File: config.mk
export PLATFORM = sky130hd
export DESIGN_NAME = div8s4u_seq
export DESIGN_NICKNAME = d
export VERILOG_FILES = /design/src/rtl/div8s4u_seq.sv
export SDC_FILE = /design/constraint.sdc
export NUM_CORES = 1
export LEC_CHECK = 0
export BUFFER_PORTS_ARGS = -buffer_cell sky130_fd_sc_hd__buf_2
export CAP_MARGIN = 20
export CELL_PAD_IN_SITES_DETAIL_PLACEMENT = 2
export CELL_PAD_IN_SITES_GLOBAL_PLACEMENT = 2
export CORE_MARGIN = 3
export CORE_UTILIZATION = 36
export CTS_CLUSTER_SIZE = 25
export DETAILED_ROUTE_END_ITERATION = 10
export PLACE_DENSITY = 0.76
export SLEW_MARGIN = 20
export SYNTH_ARGS = -nofsm -noshare
export SYNTH_HDL_FRONTEND = slang
export SYNTH_SLANG_ARGS = --single-unit
export TNS_END_PERCENT = 50
File: constraint.sdc
create_clock -name clk -period 2.5 [get_ports clk]
set_input_delay 0.5 -clock clk [delete_from_list [all_inputs] [get_ports clk]]
set_output_delay 0.5 -clock clk [all_outputs]
set_load 0.03 [all_outputs]
File: src/rtl/div8s4u_seq.sv
// Sequential signed-by-unsigned restoring divider: 2W-bit signed dividend / W-bit unsigned divisor.
// Optional multiply-back self-check enabled by defining DIVSU_MULCHECK_EN.
module div8s4u_seq #(
    parameter int W = 4
) (
    input  logic             clk,
    input  logic             rst,
    input  logic             in_valid,
    output logic             in_ready,
    input  logic [2*W-1:0]   dividend,
    input  logic [W-1:0]     divisor,
    output logic             out_valid,
    input  logic             out_ready,
    output logic [2*W-1:0]   quo,
    output logic [W:0]       rem,
    output logic             dz,
    output logic             chk_err
);
    typedef enum logic [1:0] {IDLE, CALC, FIX, DONE} state_t;

    localparam int CW = $clog2(2*W);
    localparam logic [CW-1:0] CNT_LAST = CW'(2*W-1);

    state_t          state_q, state_d;
    logic [CW-1:0]   cnt_q, cnt_d;
    logic            neg_q, neg_d;
    logic            dzf_q, dzf_d;
    // Holds |dividend| on entry; quotient bits shift in from the LSB as dividend bits leave the MSB.
    logic [2*W-1:0]  mag_q, mag_d;
    logic [W-1:0]    dvs_q, dvs_d;
    logic [W-1:0]    r_q, r_d;
    logic [2*W-1:0]  quo_q, quo_d;
    logic [W:0]      rem_q, rem_d;
    logic            dz_q, dz_d;
    logic            in_ready_q, in_ready_d;
    logic            out_valid_q, out_valid_d;
    logic [W:0]      rr;
    logic            ge;
`ifdef DIVSU_MULCHECK_EN
    logic [2*W-1:0]  dvd_q, dvd_d;
    logic [2*W-1:0]  prod;
    logic            chk_err_q, chk_err_d;
`endif

    always_comb begin
        state_d     = state_q;
        cnt_d       = cnt_q;
        neg_d       = neg_q;
        dzf_d       = dzf_q;
        mag_d       = mag_q;
        dvs_d       = dvs_q;
        r_d         = r_q;
        quo_d       = quo_q;
        rem_d       = rem_q;
        dz_d        = dz_q;
        in_ready_d  = in_ready_q;
        out_valid_d = out_valid_q;
        rr          = '0;
        ge          = 1'b0;
`ifdef DIVSU_MULCHECK_EN
        dvd_d       = dvd_q;
        chk_err_d   = chk_err_q;
        prod        = '0;
`endif
        case (state_q)
            IDLE: begin
                if (in_valid && in_ready_q) begin
                    neg_d      = dividend[2*W-1];
                    mag_d      = dividend[2*W-1] ? -dividend : dividend;
                    dvs_d      = divisor;
                    r_d        = '0;
                    cnt_d      = '0;
                    in_ready_d = 1'b0;
`ifdef DIVSU_MULCHECK_EN
                    dvd_d      = dividend;
`endif
                    if (divisor == '0) begin
                        dzf_d   = 1'b1;
                        state_d = FIX;
                    end else begin
                        dzf_d   = 1'b0;
                        state_d = CALC;
                    end
                end
            end
            CALC: begin
                rr    = {r_q, mag_q[2*W-1]};
                ge    = (rr >= {1'b0, dvs_q});
                // Result is below the divisor, so the low W bits of the difference are exact.
                r_d   = ge ? (rr[W-1:0] - dvs_q) : rr[W-1:0];
                mag_d = {mag_q[2*W-2:0], ge};
                if (cnt_q == CNT_LAST) begin
                    cnt_d   = '0;
                    state_d = FIX;
                end else begin
                    cnt_d   = cnt_q + 1'b1;
                end
            end
            FIX: begin
                if (dzf_q) begin
                    quo_d = '1;
                    rem_d = '0;
                    dz_d  = 1'b1;
                end else begin
                    quo_d = neg_q ? -mag_q : mag_q;
                    rem_d = neg_q ? -{1'b0, r_q} : {1'b0, r_q};
                    dz_d  = 1'b0;
                end
`ifdef DIVSU_MULCHECK_EN
                // Modulo-2^(2W) arithmetic is enough: a correct result reproduces the dividend exactly.
                prod      = quo_d * {{W{1'b0}}, dvs_q} + {{(W-1){rem_d[W]}}, rem_d};
                chk_err_d = !dzf_q && (prod != dvd_q);
`endif
                out_valid_d = 1'b1;
                state_d     = DONE;
            end
            DONE: begin
                if (out_ready) begin
                    out_valid_d = 1'b0;
                    in_ready_d  = 1'b1;
                    state_d     = IDLE;
                end
            end
            default: state_d = IDLE;
        endcase
    end

    always_ff @(posedge clk or posedge rst) begin
        if (rst) begin
            state_q     <= IDLE;
            cnt_q       <= '0;
            neg_q       <= 1'b0;
            dzf_q       <= 1'b0;
            mag_q       <= '0;
            dvs_q       <= '0;
            r_q         <= '0;
            quo_q       <= '0;
            rem_q       <= '0;
            dz_q        <= 1'b0;
            in_ready_q  <= 1'b1;
            out_valid_q <= 1'b0;
`ifdef DIVSU_MULCHECK_EN
            dvd_q       <= '0;
            chk_err_q   <= 1'b0;
`endif
        end else begin
            state_q     <= state_d;
            cnt_q       <= cnt_d;
            neg_q       <= neg_d;
            dzf_q       <= dzf_d;
            mag_q       <= mag_d;
            dvs_q       <= dvs_d;
            r_q         <= r_d;
            quo_q       <= quo_d;
            rem_q       <= rem_d;
            dz_q        <= dz_d;
            in_ready_q  <= in_ready_d;
            out_valid_q <= out_valid_d;
`ifdef DIVSU_MULCHECK_EN
            dvd_q       <= dvd_d;
            chk_err_q   <= chk_err_d;
`endif
        end
    end

    assign in_ready  = in_ready_q;
    assign out_valid = out_valid_q;
    assign quo       = quo_q;
    assign rem       = rem_q;
    assign dz        = dz_q;
`ifdef DIVSU_MULCHECK_EN
    assign chk_err   = chk_err_q;
`else
    assign chk_err   = 1'b0;
`endif
endmodule

-- Word-level counts from Yosys, hierarchy flattened
Cells that the tools add are included.
- register bits after elaboration: 39
- bits in latches: 0
- RAM bits: 0
- bits in read-only memories: 0
- input bits: 16
- output and inout bits: 17
- word-level logic and storage cells: 61
- memories: 0
- $add $sub $neg: 5
- multiply operators: 0
- divide/modulo/power cells: 0
- $lt $le $gt $ge: 1
- eq/ne operators: 7
- shift-type cells: 0
- muxes and demuxes: 25
- bitwise logic cells: 0
- reduce and logical (&&, ||, !) cells: 11
- operator list (operator ; number):
    8-bit 2-to-1 mux ; 4
    8-bit negation ; 2
    8-bit one-hot mux with 2 select lines ; 1
    5-bit 2-to-1 mux ; 2
    2-bit 2-to-1 mux ; 4
    4-bit 2-to-1 mux ; 2
    2-bit one-hot mux with 4 select lines ; 1
    4-bit one-hot mux with 2 select lines ; 1
    3-bit 2-to-1 mux ; 2
    2-bit != test (second input constant) ; 3
    3-bit one-hot mux with 2 select lines ; 1
    2-bit AND reduction ; 3
    3-bit AND reduction ; 2
    2-bit nonzero test ; 3
    5-bit by 4-bit >= comparator with 1-bit output ; 1
    1-bit 2-to-1 mux ; 5
    4-bit negation with 5-bit output ; 1
    2-bit == test (second input constant) ; 2
    4-bit zero test ; 1
    1-bit one-hot mux with 2 select lines ; 2
    4-bit subtractor ; 1
    3-bit by 1-bit adder with 3-bit output (second input constant) ; 1
    3-bit == test (second input constant) ; 1
    2-bit by 1-bit == test with 1-bit output (second input constant) ; 1
    2 further kinds ; 2

-- Longest topological paths before layout
- word-level depth: 4
- depth in mapped cells: 7
- mapped depth without buffers: 7

-- Worst setup path after synthesis
No wires, ideal clock.
- path type: input -> register
- from: in dividend[0]
- to: reg mag_q[6]
- setup time: 0.137 ns
- arrival: 1.556 ns
- required time: 2.363 ns
- slack: 0.807 ns
- stages: 6
- path buffers: 0
- path through: inv_1 -> ha_1 -> or3b_1 -> o31ai_1 -> mux2i_1 -> o211ai_1
- longest elaborated chain between the ends: 4
- ends and longest elaborated chain (what ; RTL line ; RTL):
    start: declaration ; 10 ; input logic [2*W-1:0] dividend,
    8-bit negation ; 69 ; mag_d = dividend[2*W-1] ? -dividend : dividend;
    8-bit 2-to-1 mux ; 69 ;
    8-bit 2-to-1 mux ; 67 ; if (in_valid && in_ready_q) begin
    8-bit one-hot mux with 2 select lines ; 65 ; case (state_q)
    end signal: assignment ; 151 ; mag_q <= mag_d;
    end: declaration ; 29 ; logic [2*W-1:0] mag_q, mag_d;
No other way between the ends. The select of a mux whose other input is x is not followed.
A chain may end at the register's enable or synchronous reset.

-- Final worst setup path
- from: reg state_q[1]
- to: reg mag_q[4]
- longest elaborated chain between the ends: 3
- elaborated cells on any way between the ends: 6
- those cells by class: 2 x eq/ne; 1 x mux; 3 x reduce/logical
- ends and longest elaborated chain (what ; RTL line ; RTL):
    start: declaration ; 24 ; state_t state_q, state_d;
    start signal: assignment ; 147 ; state_q <= state_d;
    2-bit by 1-bit == test with 1-bit output or 2-bit zero test (tied branches) ; 65 ;
    2-bit nonzero test (no source line) or 2-bit != test (tied branches) ; n/a ;
    2-bit AND reduction (no source line) ; n/a ;
Several ways; a longest one is shown, not always the timed one.

==> flow_metrics.env <==
export IMPL_grt_usage_pct=17.2
export IMPL_port_buffers=31
export IMPL_hold_buffers=0
export IMPL_cts_root_buf="clkbuf_8"
export IMPL_grt_remaining_overflow=0
export IMPL_htreeDepth=2
export IMPL_tns_ns=0
export IMPL_ys_seq_area_share_pct=43.3
export IMPL_synth_area_per_cell_um2=9.60
export IMPL_drt_iter0_markers=76
export IMPL_ys_async_sr_fraction_pct=100
export IMPL_die_y_um=85.2
export IMPL_antenna_found_initial=0
export IMPL_coreArea_um2=5990
export IMPL_synth_edf_count=0
export IMPL_pwr_share_clk_pct=14.4
export IMPL_path_class="register to register"
export IMPL_grt_max_degree=40
export IMPL_final_cell_mix="dfrtp_1, buf_2, inv_1"
export IMPL_hold_viol_final=0
export IMPL_crit_required_ns=2.67
export IMPL_synth_ff_type="dfrtp_1"
export IMPL_insertion_delay_ns=0.29
export IMPL_drtAntennaViolNets=0
export IMPL_startpoint_type="register"
export IMPL_switching_share_pct=45.3
export IMPL_layout_nets=299
export IMPL_final_common_cell="dfrtp_1"
export IMPL_viasPerCell=5.20
export IMPL_via_count=1793
export IMPL_min_path_type="primary input to async pin"
export IMPL_cts_buffer_depth=2
export IMPL_diodes=0
export IMPL_placed_area_um2=2510
export IMPL_netlist_instances=235
export IMPL_post_cts_buffers=0
export IMPL_finalInstanceArea_um2=2630
export IMPL_syn_nets=265
export IMPL_synth_seq_cells=39
export IMPL_cts_sinks=39
export IMPL_cts_tree="done"
export IMPL_finalMaxSlewViolations=0
export IMPL_fin_crit_sh_pct=80.0
export IMPL_yosysUniqueCellTypes=40
export IMPL_fin_skew_ns=0.00437
export IMPL_status="completed"
export IMPL_min_period_ns=2.00
export IMPL_drt_pass1_iter_count=4
export IMPL_post_cts_resized=0
export IMPL_areaGrowthSynthToFinish_pct=16.6
export IMPL_worstMarginPinSlew_ns=0.580
export IMPL_gp_congestion=0.733
export IMPL_max_vdd_ir_drop_mv=0.577
export IMPL_io_pin_count=33
export IMPL_start_util_pct=37.7
export IMPL_setup_violations=0
export IMPL_p_switching_uw=1710
export IMPL_die_w_um=85.2
export IMPL_powerDensity_nw_per_um2=1440
export IMPL_wire_per_inst_um=16.4
export IMPL_rows=28
export IMPL_maxCapViolCount=0
export IMPL_end_kind="register"
export IMPL_synth_cell_area_um2=2260
export IMPL_nFillCells=681
export IMPL_yosysWarnings=0
export IMPL_max_freq_ghz=0.500
export IMPL_p_seq_share_pct=32.2
export IMPL_worstPathArrival_ns=2.17
export IMPL_grt_pass1_vias=1914
export IMPL_combPwrFrac_pct=53.4
export IMPL_worst_path_max_fanout=14
export IMPL_die_area_um2=7250
export IMPL_routed_wl_um=5670
export IMPL_clk_pin_slew_ns=0.08
export IMPL_intPower_uw=2070
export IMPL_p_leak_uw=0.00123
export IMPL_cts_inserted_buffers=5
export IMPL_dpl_hpwl_um=4240
export IMPL_maxSlewHeadroom_pct=61.3
export IMPL_grt_pass1_wl_um=9800
export IMPL_drive_above_1_share_pct=21.5
export IMPL_drc=0
export IMPL_rsz0062_at_grt="false"
==> cell usage after synthesis, drive strengths merged, types with 3 or more instances <==
cell type  count  area, um2
xor2           4       35.0
ha            13        163
inv           23       86.3
nor2          20       75.1
nor3b          3       22.5
nand2b         4       25.0
dfrtp         38        951
o211ai         5       37.5
mux2i          7       70.1
o22ai          3       18.8
nand2         20       75.1
nor3           4       20.0
mux2           8       90.1
o31ai          7       52.6
a31oi          8       50.1
or3            3       18.8
clkbuf        10       37.5
xnor2          8       70.1
a21oi         10       50.1
o21ai         11       55.1
==> registers in the layout, summed over array words and instances (netlist names) <==
| register | flops |
|---|---|
| out_valid | 1 |
| dvs_q | 4 |
| mag_q | 8 |
| cnt_q | 3 |
| rem | 5 |
| in_ready | 1 |
| state_q | 2 |
| r_q | 4 |
| quo | 8 |
| dz | 1 |
| neg_q | 1 |
| dzf_q | 1 |
==> kinds of logic (layout without fill, tap and decap cells) <==
group	after synthesis	after routing	synth area share, %
AOI/OAI and AO/OA	56	56	17.3
xor gates and xnor gates	12	12	4.66
buffers and inverters	34	69	5.82
adders and majority gates	14	14	8.10
and+or+nand+nor	64	64	13.6
DFF	39	39	43.3
other	1	1	0.166
muxes	15	15	7.10
==> power by group through the flow <==
stage               Combinational, uW  Sequential, uW  Clock [uW]
floorplan                        1310            1380           0
global placement                 1970            1220           0
detailed placement               2030            1230           0
CTS                              2070            1220         568
global route                     2280            1280         595
finish                           2020            1220         543
==> routing by layer <==
layer  track usage, %  share of wire, %  wire length, um  up-vias
met5                0                 0                0        -
met4             5.18               1.3               74        0
met3             3.20               3.2              183        5
met2             28.1                47             2670       31
met1             23.1                48             2750      872
li1                 -                 -                -      885
==> worst max-delay path: stages (launching register included) <==
cell and delay [ns]:
dfrtp_1 0.43, inv_1 0.10, ha_1 0.27, nand3_1 0.13, a21boi_1 0.41, buf_4 0.28, mux2i_1 0.20, a21oi_1 0.06
==> worst paths after layout <==
| path | start | to | slack, ns | depth (start not counted) |
|---|---|---|---|---|
| setup / recovery | state_q[1]$_DFFE_PP0P_ | mag_q[4]$_DFFE_PP0P_ | 0.50 | 7 |
| hold / removal | rst | dz$_DFFE_PP0P_ | 0.32 | 3 |
| setup reg to reg | state_q[1]$_DFFE_PP0P_ | mag_q[4]$_DFFE_PP0P_ | 0.50 | 7 |
| hold reg to reg | quo[2]$_DFFE_PP0P_ | quo[2]$_DFFE_PP0P_ | 0.50 | 1 |
| max in group asynchronous | rst | in_ready$_DFFE_PP1P_ | 1.79 | 3 |
| min in group clk | out_ready | out_valid$_DFFE_PP0P_ | 0.43 | 2 |
==> layout make-up <==
class	count	area, um2	area share [%]
clock buffer	6	82.6	3.14
tap	75	93.8	3.57
inverter	23	86.3	3.28
multi-input combinational	162	1150	43.6
sequential	39	977	37.2
clock inverter	2	35.0	1.33
timing repair buffer	38	208	7.90
==> stage by stage <==
| step | utilization, % | worst slack (ns) | power, uW | hold slack [ns] | instances |
|---|---|---|---|---|---|
| finish | 43.9 | 0.501 | 3780 | 0.324 | 345 |
| global route | 43.9 | 0.298 | 4150 | 0.368 | 345 |
| CTS | 43.9 | 0.476 | 3860 | 0.340 | 345 |
| detailed placement | 41.9 | 0.534 | 3260 | 0.491 | 337 |
| global placement | 41.9 | 0.582 | 3190 | 0.479 | 337 |
| floorplan | - | 0.807 | 2690 | 0.454 | 235 |
Note: power is estimated with default switching activity, not from simulation.
